<file path="src/rtl/freg_issue_buffer_pkg.sv">
// Shared fetch-pipeline definitions: bundle layout, bubble encoding and
// helpers used by the fetch register and the issue buffer.
package freg_issue_buffer_pkg;

    localparam int          FETCH_BUNDLE_W = 65;
    localparam int          RUNTIME_BIT    = 64;
    localparam int          PC_MSB         = 63;
    localparam int          PC_LSB         = 32;
    localparam int          INSTR_MSB      = 31;
    localparam logic [31:0] NOP_INSTR      = 32'h0000_0008;

    typedef enum logic [1:0] {
        OCC_EMPTY = 2'd0,
        OCC_ONE   = 2'd1,
        OCC_FULL  = 2'd2
    } occ_e;

    function automatic logic [FETCH_BUNDLE_W-1:0] make_bundle(
        input logic        runtime,
        input logic [31:0] pc,
        input logic [31:0] instr
    );
        return {runtime, pc, instr};
    endfunction

endpackage

</file>
<file path="src/rtl/freg_issue_buffer_if.sv">
// Fetch-to-decode handshake bundle; the buffer takes the slave side.
interface freg_issue_buffer_if
    import freg_issue_buffer_pkg::*;
#(
    parameter int STALL_W = 16
);
    logic [FETCH_BUNDLE_W-1:0] in_bundle;
    logic                      in_valid;
    logic                      in_ready;
    logic                      flush;
    logic                      out_valid;
    logic                      out_ready;
    logic                      out_runtime;
    logic [31:0]               out_pc;
    logic [31:0]               out_instr;
    logic [1:0]                count;
    logic [STALL_W-1:0]        stall_cycles;

    modport master (
        output in_bundle, in_valid, flush, out_ready,
        input  in_ready, out_valid, out_runtime, out_pc, out_instr, count, stall_cycles
    );

    modport slave (
        input  in_bundle, in_valid, flush, out_ready,
        output in_ready, out_valid, out_runtime, out_pc, out_instr, count, stall_cycles
    );
endinterface

</file>
<file path="src/rtl/freg_skid_entry.sv">
// One holding register of the skid buffer. Clear restores the idle value,
// invalidate drops the valid bit but keeps the data visible.
module freg_skid_entry #(
    parameter int             W         = 65,
    parameter logic [W-1:0]   CLEAR_VAL = '0
) (
    input  logic         clk,
    input  logic         rst_n,
    input  logic         clear_i,
    input  logic         load_i,
    input  logic         invalidate_i,
    input  logic [W-1:0] data_i,
    output logic         valid_o,
    output logic [W-1:0] data_o
);

    logic         valid_q;
    logic         valid_d;
    logic [W-1:0] data_q;
    logic [W-1:0] data_d;

    // Next-state selection: clear beats load beats invalidate.
    always_comb begin
        valid_d = valid_q;
        data_d  = data_q;
        if (clear_i) begin
            valid_d = 1'b0;
            data_d  = CLEAR_VAL;
        end else if (load_i) begin
            valid_d = 1'b1;
            data_d  = data_i;
        end else if (invalidate_i) begin
            valid_d = 1'b0;
            data_d  = data_q;
        end else begin
            valid_d = valid_q;
            data_d  = data_q;
        end
    end

    // Entry state register.
    always_ff @(posedge clk or negedge rst_n) begin
        if (!rst_n) begin
            valid_q <= 1'b0;
            data_q  <= CLEAR_VAL;
        end else begin
            valid_q <= valid_d;
            data_q  <= data_d;
        end
    end

    assign valid_o = valid_q;
    assign data_o  = data_q;

endmodule

</file>
<file path="src/rtl/freg_issue_buffer.sv">
// Decode-side skid buffer for fetch bundles: 2-entry FIFO with flush,
// optional bubble dropping and a saturating decode-stall counter.
module freg_issue_buffer
    import freg_issue_buffer_pkg::*;
#(
    parameter int          DEPTH     = 2,
    parameter bit          DROP_NOP  = 1'b1,
    parameter logic [31:0] NOP_INSTR = freg_issue_buffer_pkg::NOP_INSTR,
    parameter int          STALL_W   = 16
) (
    input  logic                clk,
    input  logic                reset,
    freg_issue_buffer_if.slave  bus
);

    localparam logic [FETCH_BUNDLE_W-1:0] IDLE_BUNDLE = make_bundle(1'b0, 32'h0000_0000, NOP_INSTR);
    localparam logic [1:0]                FULL_CNT    = 2'(DEPTH);

    logic                      head_valid_s;
    logic                      tail_valid_s;
    logic [FETCH_BUNDLE_W-1:0] head_data_s;
    logic [FETCH_BUNDLE_W-1:0] tail_data_s;
    logic [FETCH_BUNDLE_W-1:0] head_din_s;
    logic                      head_load_s;
    logic                      head_inv_s;
    logic                      tail_load_s;
    logic                      tail_inv_s;
    logic                      in_ready_s;
    logic                      is_nop_s;
    logic                      push_s;
    logic                      pop_s;
    occ_e                      occ_s;
    logic [STALL_W-1:0]        stall_q;
    logic [STALL_W-1:0]        stall_d;

    // Occupancy comes straight from the entry valid flops (tail only valid when head is).
    always_comb begin
        occ_s = OCC_EMPTY;
        if (tail_valid_s) begin
            occ_s = OCC_FULL;
        end else if (head_valid_s) begin
            occ_s = OCC_ONE;
        end else begin
            occ_s = OCC_EMPTY;
        end
    end

    assign in_ready_s = (occ_s != FULL_CNT);

    // Handshake qualification and per-entry load/invalidate steering.
    always_comb begin
        is_nop_s    = DROP_NOP && (bus.in_bundle[INSTR_MSB:0] == NOP_INSTR);
        push_s      = bus.in_valid & in_ready_s & ~bus.flush & ~is_nop_s;
        pop_s       = head_valid_s & bus.out_ready & ~bus.flush;
        head_din_s  = bus.in_bundle;
        head_load_s = 1'b0;
        head_inv_s  = 1'b0;
        tail_load_s = 1'b0;
        tail_inv_s  = 1'b0;
        case (occ_s)
            OCC_EMPTY: begin
                head_load_s = push_s;
            end
            OCC_ONE: begin
                if (push_s && pop_s) begin
                    head_load_s = 1'b1;
                end else if (push_s) begin
                    tail_load_s = 1'b1;
                end else if (pop_s) begin
                    head_inv_s = 1'b1;
                end else begin
                    head_load_s = 1'b0;
                end
            end
            OCC_FULL: begin
                // Full: in_ready is low, so only a pop can happen; tail slides forward.
                if (pop_s) begin
                    head_load_s = 1'b1;
                    head_din_s  = tail_data_s;
                    tail_inv_s  = 1'b1;
                end else begin
                    head_load_s = 1'b0;
                end
            end
            default: begin
                head_load_s = 1'b0;
            end
        endcase
    end

    freg_skid_entry #(
        .W         (FETCH_BUNDLE_W),
        .CLEAR_VAL (IDLE_BUNDLE)
    ) u_head (
        .clk          (clk),
        .rst_n        (reset),
        .clear_i      (bus.flush),
        .load_i       (head_load_s),
        .invalidate_i (head_inv_s),
        .data_i       (head_din_s),
        .valid_o      (head_valid_s),
        .data_o       (head_data_s)
    );

    freg_skid_entry #(
        .W         (FETCH_BUNDLE_W),
        .CLEAR_VAL (IDLE_BUNDLE)
    ) u_tail (
        .clk          (clk),
        .rst_n        (reset),
        .clear_i      (bus.flush),
        .load_i       (tail_load_s),
        .invalidate_i (tail_inv_s),
        .data_i       (bus.in_bundle),
        .valid_o      (tail_valid_s),
        .data_o       (tail_data_s)
    );

    // Stall counter: decode holding off a valid head; saturates, survives flush.
    always_comb begin
        stall_d = stall_q;
        if (head_valid_s && !bus.out_ready && !(&stall_q)) begin
            stall_d = stall_q + {{(STALL_W-1){1'b0}}, 1'b1};
        end else begin
            stall_d = stall_q;
        end
    end

    // Stall counter register.
    always_ff @(posedge clk or negedge reset) begin
        if (!reset) begin
            stall_q <= {STALL_W{1'b0}};
        end else begin
            stall_q <= stall_d;
        end
    end

    assign bus.in_ready     = in_ready_s;
    assign bus.out_valid    = head_valid_s;
    assign bus.out_runtime  = head_data_s[RUNTIME_BIT];
    assign bus.out_pc       = head_data_s[PC_MSB:PC_LSB];
    assign bus.out_instr    = head_data_s[INSTR_MSB:0];
    assign bus.count        = occ_s;
    assign bus.stall_cycles = stall_q;

endmodule

</file>
<file path="src/flat_wrapper.sv">
// flat-port wrapper written by rule: the top's interface ports become plain ports
module freg_issue_buffer_flat import freg_issue_buffer_pkg::*;
#(
    parameter int          DEPTH     = 2,
    parameter bit          DROP_NOP  = 1'b1,
    parameter logic [31:0] NOP_INSTR = freg_issue_buffer_pkg::NOP_INSTR,
    parameter int          STALL_W   = 16
)
  (clk, reset, bus_in_bundle, bus_in_valid, bus_flush, bus_out_ready, bus_in_ready, bus_out_valid, bus_out_runtime, bus_out_pc, bus_out_instr, bus_count, bus_stall_cycles);
  freg_issue_buffer_if #(.STALL_W(STALL_W)) bus_i ();
  input  logic clk;
  input  logic reset;
  input wire logic [$bits(bus_i.in_bundle)-1:0] bus_in_bundle;
  input wire logic [$bits(bus_i.in_valid)-1:0] bus_in_valid;
  input wire logic [$bits(bus_i.flush)-1:0] bus_flush;
  input wire logic [$bits(bus_i.out_ready)-1:0] bus_out_ready;
  output wire logic [$bits(bus_i.in_ready)-1:0] bus_in_ready;
  output wire logic [$bits(bus_i.out_valid)-1:0] bus_out_valid;
  output wire logic [$bits(bus_i.out_runtime)-1:0] bus_out_runtime;
  output wire logic [$bits(bus_i.out_pc)-1:0] bus_out_pc;
  output wire logic [$bits(bus_i.out_instr)-1:0] bus_out_instr;
  output wire logic [$bits(bus_i.count)-1:0] bus_count;
  output wire logic [$bits(bus_i.stall_cycles)-1:0] bus_stall_cycles;
  assign bus_i.in_bundle = bus_in_bundle;
  assign bus_i.in_valid = bus_in_valid;
  assign bus_i.flush = bus_flush;
  assign bus_i.out_ready = bus_out_ready;
  assign bus_in_ready = bus_i.in_ready;
  assign bus_out_valid = bus_i.out_valid;
  assign bus_out_runtime = bus_i.out_runtime;
  assign bus_out_pc = bus_i.out_pc;
  assign bus_out_instr = bus_i.out_instr;
  assign bus_count = bus_i.count;
  assign bus_stall_cycles = bus_i.stall_cycles;
  freg_issue_buffer #(.DEPTH(DEPTH), .DROP_NOP(DROP_NOP), .NOP_INSTR(NOP_INSTR), .STALL_W(STALL_W)) u_core (.clk(clk), .reset(reset), .bus(bus_i));
endmodule
</file>
<file path="config.mk">
export PLATFORM = sky130hd
export DESIGN_NAME = freg_issue_buffer_flat
export DESIGN_NICKNAME = d
export VERILOG_FILES = /design/src/rtl/freg_issue_buffer_pkg.sv /design/src/rtl/freg_issue_buffer_if.sv /design/src/rtl/freg_skid_entry.sv /design/src/rtl/freg_issue_buffer.sv /design/src/flat_wrapper.sv
export SDC_FILE = /design/constraint.sdc
export NUM_CORES = 1
export LEC_CHECK = 0
export ABC_CLOCK_PERIOD_IN_PS = 2700
export BUFFER_PORTS_ARGS = -buffer_cell sky130_fd_sc_hd__buf_2
export CORE_MARGIN = 2
export CORE_UTILIZATION = 35
export CTS_BUF_LIST = sky130_fd_sc_hd__clkbuf_16
export DETAILED_ROUTE_END_ITERATION = 12
export PLACE_DENSITY = 0.67
export SLEW_MARGIN = 15
export SYNTH_ARGS = -nofsm -noshare
export SYNTH_HDL_FRONTEND = slang
export SYNTH_SLANG_ARGS = --single-unit
</file>
<file path="constraint.sdc">
create_clock -name clk -period 2.7 [get_ports clk]
set_input_delay 0.27 -clock clk [delete_from_list [all_inputs] [get_ports clk]]
set_output_delay 0.27 -clock clk [all_outputs]
set_load 0.03 [all_outputs]
</file>
==> summary.txt, run 1 <==
PD cells - 693 nW/um^2
Core Area - 17,800 sq um
# rows - 49
CP max FO - 48
Root Driver - clkbuf_16
FMAX - 454 MHz
Die ar. - 19,100 sq um
grt ovf - 0
Slew HR - 43.1%
Fillers - 1,658
Finished Layout Cells - 866
Layout area overhead - 25.3%
Slew Limit Fails - 0
Post-Syn Instances - 480
Routed WL per cell - 18.6 microns
MaxCap Viol Count - 0
total internal power - 3.94 mW
worst skew pair latency - 0.42 ns
antenna violations before repair - 0
Die W - 138 microns
First-pass DRT Iterations - 4
CTS Buffer Depth - 2
sw frac - 27.9%
Initial Utilization - 35.4%
top post-synthesis cells by area - dfrtp_1 (58%), a221o_1 (10%), a32o_1 (10%)
number of routed nets with antenna violations - 0
initial DRC count - 268
Fin. Hold Viols - 0
Crit. End Element - register
top_reg_cell synth - dfrtp_1
Mean Syn Cell Area - 13.1 sq um
clock sink total - 148
setup bufs post-CTS - 0
CTS tree - built
All-Layer GR Usage - 17.0%
Critical Path AT - 2.56 ns
vias per std cell - 5.61
kind of critical path - register to register
largest net degree at the start of global routing - 74
Final Net Count - 695
run status - finished clean
htree depth - 4
period utilization - 81.6%
Startpoint Class - register
Port Buffers - 154
slowest stage cell, crit path - a211oi_4
Seq pwr share - 44.7%
Yosys warning count - 0
final setup vio count - 0
hpwl dp - 10,800 microns
unrepaired setup endpoints after global routing - no
DRC Markers - 0
via count - 4,858
crit-path max cell delay - 0.73 ns
Required @ worst endpoint - 3.05 ns
first-pass GRT wire length - 26,100 microns
EDFF count, synth - 0
worst-path cell chain - and2_1 -> o211ai_1 -> a211oi_4 -> buf_12 -> a221o_1
Comb pwr share - 13.7%
clk slew on worst S/H paths - 0.06 ns
Post-Syn Area - 6290 sq um
Setup TNS Final - 0 ns
FFs w/ async S/R, synth - 100%
Distinct cells, synth - 41
#FFs+latches synth - 148
Hold WC Path Type - input pin to register
share of the synthesized area in the top cell type - 58.1%
chip height - 138 microns
# IOs - 155
Yosys top cell by area - dfrtp_1
vias in the first global route - 5,084
Psw - 1.52 mW
clk_skew - 0.00860 ns
clock power share - 41.7%
Net Count, Synth - 551
number of buffers created by CTS - 17
gpl congestion - 0.809
layout cell share with drive strength beyond 1 - 32.5%
Max VDD drop - 0.563 mV
Period minus WS final - 2.20 ns
# diodes - 0
Seq/Total Area, Yosys - 58.9%
Worst-Margin Slew - 0.851 ns
Leak Pwr - 3.85 nW
Inst Count DP - 833
DRT Wirelength - 16,100 microns
==> worst paths after layout <==
check	startpoint	endpoint	slack, ns	depth (start not counted)
setup / recovery	u_core.u_head.valid_o	u_core.u_head.data_o[14]	0.50	5
hold / removal	bus_in_bundle[42]	u_core.u_tail.data_o[42]	0.08	2
setup reg to reg	u_core.u_head.valid_o	u_core.u_head.data_o[14]	0.50	5
hold reg to reg	u_core.u_head.data_o[51]	u_core.u_head.data_o[51]	0.51	1
max in group asynchronous	reset	u_core.bus.stall_cycles[8]	1.50	3
min in group asynchronous	reset	u_core.u_head.data_o[26]	0.32	2
==> synth_stat cells, drive strengths merged, types with 2 or more instances <==
cell,count
nand2,2
nor2b,3
nand4,5
nor3,6
clkbuf,27
o21ai,4
nor4,7
dfrtp,146
a211oi,2
inv,5
a32o,64
o211ai,5
dfstp,2
and4,4
buf,18
a221o,64
nor2,5
a21oi,3
o2111ai,6
nand3,4
xor2,5
xnor2,9
and2,70
==> critical path: cells and delay by family (launching register included) <==
kind                   cells  cell delay [ns]
and+or+nand+nor            1             0.20
AOI/OAI and AO/OA          3             1.12
DFF                        1             0.48
buffers and inverters      1             0.33
==> layout by cell type, fill, tap and decap left out, types with 6 or more instances in the layout <==
cell       synthesis  routed
a32o_1            64      64
nor4_1             7       7
and2_1            70      70
buf_4              2      11
dfrtp_1          146     146
nor3_1             6       6
o2111ai_1          6       6
a221o_1           64      64
clkbuf_16          0      17
buf_2             10     153
xnor2_1            9       9
==> power groups by stage <==
stage / Sequential (mW) / Combinational, mW / Clock (mW)
after floorplan: 2.66 / 0.251 / 0
after global placement: 2.47 / 0.730 / 0
after detailed placement: 2.48 / 0.755 / 0
after CTS: 2.44 / 0.757 / 2.33
after global routing: 2.46 / 0.802 / 2.43
final: 2.44 / 0.747 / 2.28
==> state kept, by name, summed over array words and instances (netlist names) <==
signal                   flops
u_core.bus.stall_cycles     16
u_core.u_head.data_o        65
u_core.u_head.valid_o        1
u_core.u_tail.data_o        65
u_core.u_tail.valid_o        1
==> layer usage <==
layer  wire length (microns)  vias up  global-route usage (%)
li1                        -     2202                       -
met1                    6790     2488                    20.9
met2                    7980      151                    28.2
met3                    1100       17                    5.47
met4                     223        0                    6.07
met5                       0        -                       0
==> metrics by stage <==
stage	utilization [%]	hold WS [ns]	worst slack (ns)	instance area, sq um	power (mW)
2_1_floorplan	-	-0.0256	0.620	6290	2.91
3_3_place_gp	41.1	0.174	0.427	7310	3.20
3_5_place_dp	41.1	0.185	0.307	7310	3.23
4_1_cts	44.4	0.0621	0.475	7890	5.52
5_1_grt	44.4	0.0658	0.365	7890	5.69
6_report	44.4	0.0844	0.496	7890	5.47
==> final cells by class <==
type	count	area (sq um)	share of cell area, %
Sequential cell	148	3710	47.0
Multi-Input combinational cell	282	2360	29.9
Timing Repair Buffer	170	950	12.0
Clock buffer	17	425	5.39
Tap cell	229	287	3.63
Clock inverter	15	141	1.79
Inverter	5	18.8	0.238
==> repair_timing <==
item,in CTS,in global routing
hold buffers,1,0
gates resized for setup,0,0
endpoints found under the setup margin,0,0
endpoints found under the hold margin,32,0
==> logic make-up (layout without fill, tap and decap cells) <==
family / after synthesis / after routing / share of synthesized area (%)
XOR/XNOR: 14 / 14 / 1.95
adder cells (fa/ha/maj): 1 / 1 / 0.199
multiplexers: 2 / 2 / 0.338
AO/OA/AOI/OAI: 154 / 154 / 23.7
AND/OR/NAND/NOR: 111 / 111 / 10.9
buffers and inverters: 50 / 207 / 4.02
flip-flops: 148 / 148 / 58.9
Note: power is estimated with default switching activity, not from simulation.
==> run 2: changes to the inputs <==
--- a/config.mk
+++ b/config.mk
@@ -5,13 +5,13 @@
 export SDC_FILE = /design/constraint.sdc
 export NUM_CORES = 1
 export LEC_CHECK = 0
-export ABC_CLOCK_PERIOD_IN_PS = 2700
+export ABC_CLOCK_PERIOD_IN_PS = 2000
 export BUFFER_PORTS_ARGS = -buffer_cell sky130_fd_sc_hd__buf_2
 export CORE_MARGIN = 2
 export CORE_UTILIZATION = 35
 export CTS_BUF_LIST = sky130_fd_sc_hd__clkbuf_16
 export DETAILED_ROUTE_END_ITERATION = 12
-export PLACE_DENSITY = 0.67
+export PLACE_DENSITY = 0.69
 export SLEW_MARGIN = 15
 export SYNTH_ARGS = -nofsm -noshare
 export SYNTH_HDL_FRONTEND = slang
==> constraint.sdc (replaced) <==
create_clock -name clk -period 2 [get_ports clk]
set_input_delay 0.2 -clock clk [delete_from_list [all_inputs] [get_ports clk]]
set_output_delay 0.2 -clock clk [all_outputs]
set_load 0.03 [all_outputs]
==> summary.txt, run 2 (same netlist as run 1, synthesis figures left out) <==
run status - finished clean (unchanged)
slowest stage cell, crit path - dfrtp_2 (was a211oi_4)
worst skew pair latency - 0.42 ns (about the same)
First-pass DRT Iterations - 5 (was 4)
commonest non-fill, non-tap cells in the layout - buf_2 (153), dfrtp_1 (145), and2_1 (70), a32o_1 (64), a221o_1 (64) (was buf_2 (153), dfrtp_1 (146), and2_1 (70), a32o_1 (64), a221o_1 (64))
Slew Limit Fails - 0 (unchanged)
Required @ worst endpoint - 2.34 ns (was 3.05 ns)
Crit. End Element - register (unchanged)
Final Net Count - 707 (was 695)
Die W - 138 microns (unchanged)
clk slew on worst S/H paths - 0.06 ns (about the same)
Root Driver - clkbuf_16 (unchanged)
PD cells - 938 nW/um^2 (was 693 nW/um^2)
# rows - 49 (unchanged)
Core Area - 17,800 sq um (unchanged)
grt ovf - 0 (unchanged)
pre-CTS WS - -0.147 ns (was 0.307 ns)
Die ar. - 19,100 sq um (unchanged)
setup bufs post-CTS - 0 (unchanged)
Worst-Margin Slew - 0.624 ns (was 0.851 ns)
Routed WL per cell - 19.0 microns (was 18.6 microns)
clk_skew - 0.00675 ns (was 0.00860 ns)
CTS Buffer Depth - 2 (unchanged)
htree depth - 4 (unchanged)
register area - 3710 sq um (about the same)
period utilization - 89.8% (was 81.6%)
MaxCap Viol Count - 0 (unchanged)
Inst Count DP - 844 (was 833)
Leak Pwr - 3.94 nW (was 3.85 nW)
Initial Utilization - 35.4% (unchanged)
unrepaired setup endpoints after global routing - no (unchanged)
PnR worst setup slack - 0.203 ns (was 0.496 ns)
vias per std cell - 5.71 (was 5.61)
Startpoint Class - register (unchanged)
crit-path max cell delay - 0.42 ns (was 0.73 ns)
CP max FO - 9 (was 48)
Layout area overhead - 28.3% (was 25.3%)
commonest non-fill, non-tap cell in the layout - buf_2 (unchanged)
Period minus WS final - 1.80 ns (was 2.20 ns)
gpl congestion - 0.857 (was 0.809)
DRT Wirelength - 16,700 microns (was 16,100 microns)
DRC Markers - 0 (unchanged)
WP buf/inv - 1 (unchanged)
Pwr Total - 7.58 mW (was 5.47 mW)
chip height - 138 microns (unchanged)
Fin. Hold Viols - 0 (unchanged)
FMAX - 556 MHz (was 454 MHz)
antenna violations before repair - 1 (was 0)
Max VDD drop - 0.577 mV (was 0.563 mV)
kind of critical path - register to register (unchanged)
layout cell share with drive strength beyond 1 - 33.4% (was 32.5%)
Port Buffers - 154 (unchanged)
All-Layer GR Usage - 17.6% (was 17.0%)
worst-path cell chain - nor2b_1 -> buf_4 -> nand4_1 -> nor3b_1 -> xor2_1 (was and2_1 -> o211ai_1 -> a211oi_4 -> buf_12 -> a221o_1)
CTS tree - built (unchanged)
Multi-input gate area - 2360 sq um (unchanged)
CP delay by family, top - simple AND/OR/NAND/NOR gates (was compound AO/OA/AOI/OAI gates)
via count - 5,004 (was 4,858)
final setup vio count - 0 (unchanged)
Core Util, Final - 45.4% (was 44.4%)
first-pass GRT wire length - 27,100 microns (was 26,100 microns)
Finished Layout Cells - 877 (was 866)
Hold WC Path Type - input pin to register (unchanged)
hpwl dp - 11,400 microns (was 10,800 microns)
Slew HR - 58.1% (was 43.1%)
number of routed nets with antenna violations - 0 (unchanged)
largest net degree at the start of global routing - 71 (was 74)
# IOs - 155 (unchanged)
clock sink total - 148 (unchanged)
vias in the first global route - 5,073 (was 5,084)
Critical Path AT - 2.13 ns (was 2.56 ns)
initial DRC count - 341 (was 268)
Fillers - 1,634 (was 1,658)
number of buffers created by CTS - 17 (unchanged)
[run 2: cell count changes in the layout (fill, tap and decap cells not counted)]
cell	previous run	this run
buf_12	4	9
buf_4	11	17
bufinv_16	2	4
clkinv_2	5	3
clkinv_4	2	0
dfrtp_1	146	145
dfrtp_2	0	1
diode_2	0	1
dlygate4sd3_1	1	2
inv_1	5	6
inv_6	1	0
[run 2: through the flow]
stage	cell area [sq um]	hold WS, ns	setup TNS [ns]
5_1_grt	8070	0.0110	0
6_report	8070	0.0189	0
2_1_floorplan	6300	-0.0956	0
3_5_place_dp	7460	0.0966	-7.61
3_3_place_gp	7460	0.0903	-5.50
4_1_cts	8070	0.0000287	0
[run 2: what timing repair did]
action                    in CTS  in global routing
hold endpoints to repair      36                  0
resized for setup              0                  0
hold buffers                   2                  0
[run 2: path summary, 6_finish.rpt]
kind	end	slack, ns	start	cells past startpoint
max reg2reg	u_core.bus.stall_cycles[8]	0.20	u_core.u_head.valid_o	5
min in group asynchronous	u_core.bus.stall_cycles[10]	0.23	reset	2
min	u_core.u_tail.data_o[55]	0.02	bus_in_bundle[55]	2
max	u_core.bus.stall_cycles[8]	0.20	u_core.u_head.valid_o	5
min reg2reg	u_core.bus.stall_cycles[5]	0.49	u_core.bus.stall_cycles[5]	1
max in group asynchronous	u_core.u_tail.data_o[3]	1.04	reset	3
[run 2: area by class of cell]
| type | count | area share [%] |
|---|---|---|
| Antenna cell | 1 | 0.0310 |
| Timing Repair Buffer | 182 | 13.7 |
| Clock buffer | 17 | 5.27 |
| Clock inverter | 13 | 2.09 |
| Inverter | 5 | 0.232 |
| Sequential cell | 148 | 45.9 |
| Tap cell | 229 | 3.55 |
| Multi-Input combinational cell | 282 | 29.2 |
[run 2: report_power, final]
part / leakage, nW / internal [mW] / switching, mW / total [mW]
sequential: 2.01 / 3.17 / 0.134 / 3.30
combinational: 1.64 / 0.353 / 0.677 / 1.03
clock: 0.290 / 2.05 / 1.20 / 3.25
[run 2: worst reg2reg max path, stage by stage, from the launching register on]
cell	delay, ns
dfrtp_2	0.42
nor2b_1	0.35
buf_4	0.22
nand4_1	0.24
nor3b_1	0.31
xor2_1	0.18
[run 2: layer usage]
metal	global-route usage [%]	share of wire, %	up-vias
li1	-	-	2233
met1	23.4	44	2549
met2	28.2	48	200
met3	4.54	6.5	22
met4	6.44	1.7	0
met5	0	0	-
==> run 3: changes to the inputs <==
--- a/config.mk
+++ b/config.mk
@@ -9,7 +9,7 @@
 export BUFFER_PORTS_ARGS = -buffer_cell sky130_fd_sc_hd__buf_2
 export CORE_MARGIN = 2
 export CORE_UTILIZATION = 35
-export CTS_BUF_LIST = sky130_fd_sc_hd__clkbuf_16
+export CTS_BUF_LIST = sky130_fd_sc_hd__clkbuf_8
 export DETAILED_ROUTE_END_ITERATION = 12
 export PLACE_DENSITY = 0.69
 export SLEW_MARGIN = 15
==> summary.txt, run 3 (same netlist as run 1, synthesis figures left out) <==
# rows - 49 (unchanged)
Hold WC Path Type - input pin to register (unchanged)
Crit. End Element - register (unchanged)
CTS Buffer Depth - 2 (unchanged)
Die ar. - 19,100 sq um (unchanged)
Initial Utilization - 35.4% (unchanged)
Fin. Hold Viols - 0 (unchanged)
Root Driver - clkbuf_8 (was clkbuf_16)
Slew Limit Fails - 0 (unchanged)
Layout area overhead - 36.3% (was 28.3%)
Final Net Count - 774 (was 707)
Hold Crit Start - bus_in_bundle[11] (was bus_in_bundle[55])
chip height - 138 microns (unchanged)
hpwl dp - 11,400 microns (unchanged)
final setup vio count - 0 (unchanged)
first-pass GRT wire length - 28,700 microns (was 27,100 microns)
grt ovf - 0 (unchanged)
# diodes - 0 (was 1)
Period minus WS final - 1.93 ns (was 1.80 ns)
Critical Path AT - 2.31 ns (was 2.13 ns)
htree depth - 4 (unchanged)
antenna violations before repair - 0 (was 1)
Core Util, Final - 48.2% (was 45.4%)
FMAX - 519 MHz (was 556 MHz)
clk_skew - 0.00962 ns (was 0.00675 ns)
vias in the first global route - 5,471 (was 5,073)
placed cell area - 7460 sq um (unchanged)
kind of critical path - input pin to register (was register to register)
PD cells - 806 nW/um^2 (was 938 nW/um^2)
vias per std cell - 5.60 (was 5.71)
pre-CTS WS - -0.147 ns (unchanged)
number of buffers created by CTS - 17 (unchanged)
launch point of the worst reg-to-reg path - u_core.u_head.valid_o (unchanged)
run status - finished clean (unchanged)
Startpoint Class - input pin (was register)
PnR worst setup slack - 0.0732 ns (was 0.203 ns)
crit path from - bus_in_bundle[16] (was u_core.u_head.valid_o)
Hold WS - 0.0308 ns (was 0.0189 ns)
First-pass DRT Iterations - 5 (unchanged)
commonest non-fill, non-tap cell in the layout - buf_2 (unchanged)
MaxCap Viol Count - 0 (unchanged)
CP max FO - 23 (was 9)
Die W - 138 microns (unchanged)
Routed WL per cell - 18.9 microns (was 19.0 microns)
via count - 5,285 (was 5,004)
initial DRC count - 311 (was 341)
largest net degree at the start of global routing - 71 (unchanged)
Required @ worst endpoint - 2.38 ns (was 2.34 ns)
DRT Wirelength - 17,800 microns (was 16,700 microns)
commonest non-fill, non-tap cells in the layout - buf_2 (153), dfrtp_1 (144), and2_1 (70), dlygate4sd3_1 (67) (was buf_2 (153), dfrtp_1 (145), and2_1 (70), a32o_1 (64), a221o_1 (64))
All-Layer GR Usage - 18.6% (was 17.6%)
layout cell share with drive strength beyond 1 - 31.0% (was 33.4%)
cell area after layout - 8570 sq um (was 8070 sq um)
Port Buffers - 154 (unchanged)
number of routed nets with antenna violations - 0 (unchanged)
Slew HR - 52.8% (was 58.1%)
worst skew pair latency - 0.45 ns (was 0.42 ns)
CTS tree - built (unchanged)
gpl congestion - 0.857 (unchanged)
Fillers - 1,595 (was 1,634)
clock sink total - 148 (unchanged)
Max VDD drop - 0.581 mV (was 0.577 mV)
# IOs - 155 (unchanged)
Leak Pwr - 4.14 nW (was 3.94 nW)
period utilization - 96.3% (was 89.8%)
DRC Markers - 0 (unchanged)
clk slew on worst S/H paths - 0.07 ns (was 0.06 ns)
unrepaired setup endpoints after global routing - yes (was no)
Worst-Margin Slew - 0.703 ns (was 0.624 ns)
Core Area - 17,800 sq um (unchanged)
-- run 3: changes by cell type in the layout (fill, tap and decap cells not counted), sizes merged --
| cell | before | now |
|---|---|---|
| clkbuf | 17 | 19 |
| diode | 1 | 0 |
| buf | 180 | 181 |
| clkinv | 4 | 3 |
| dlygate4sd3 | 2 | 67 |
-- run 3: repair_timing --
action                                  4_1_cts  5_1_grt
endpoints found under the setup margin        0      115
resized for setup                             0        4
hold endpoints to repair                    211        0
buffers inserted                              0        1
hold buffers                                 67        0
-- run 3: report_power, final --
part / switching, mW / internal (mW) / leakage, nW
sequential: 0.134 / 3.16 / 2.01
clock: 1.10 / 1.36 / 0.209
combinational: 0.707 / 0.444 / 1.93
total: 1.94 / 4.97 / 4.14
-- run 3: layer usage --
metal	wire (microns)	global-route usage, %
met5	0	0
met4	287	6.77
met3	1260	5.61
met2	8430	29.5
met1	7800	24.3
-- run 3: final cells by class --
type,instances,area [sq um],area share (%)
clock inverters,12,165,1.93
flip-flops and latches,148,3710,43.3
multi-input cells,282,2360,27.6
repair buffers,249,1780,20.8
inverters,5,18.8,0.219
clock buffers,18,248,2.89
well taps,229,287,3.34
-- run 3: critical path, stage by stage --
cell and delay, ns:
dlygate4sd3_1 0.54, buf_2 0.14, nor4_2 0.20, nand4_1 0.15, buf_4 0.19, o41ai_4 0.26, buf_4 0.19, buf_6 0.24
a221o_1 0.19
-- run 3: path summary, 6_finish.rpt --
check | to | slack, ns | cells after the start
max in group asynchronous | u_core.u_tail.data_o[3] | 1.08 | 3
worst min-delay path | u_core.u_head.data_o[11] | 0.03 | 2
worst min register to register | u_core.bus.stall_cycles[5] | 0.50 | 1
worst max register to register | u_core.u_head.data_o[13] | 0.10 | 6
worst max-delay path | u_core.u_head.data_o[64] | 0.07 | 9
min in group asynchronous | u_core.bus.stall_cycles[10] | 0.18 | 2
-- run 3: stage by stage --
stage               TNS [ns]  power [mW]  instances
finish                     0        6.91        943
global route          -0.203        7.22        943
CTS                        0        6.97        941
detailed placement     -7.61        4.38        844
global placement       -5.50        4.35        844
floorplan                  0        3.93        480
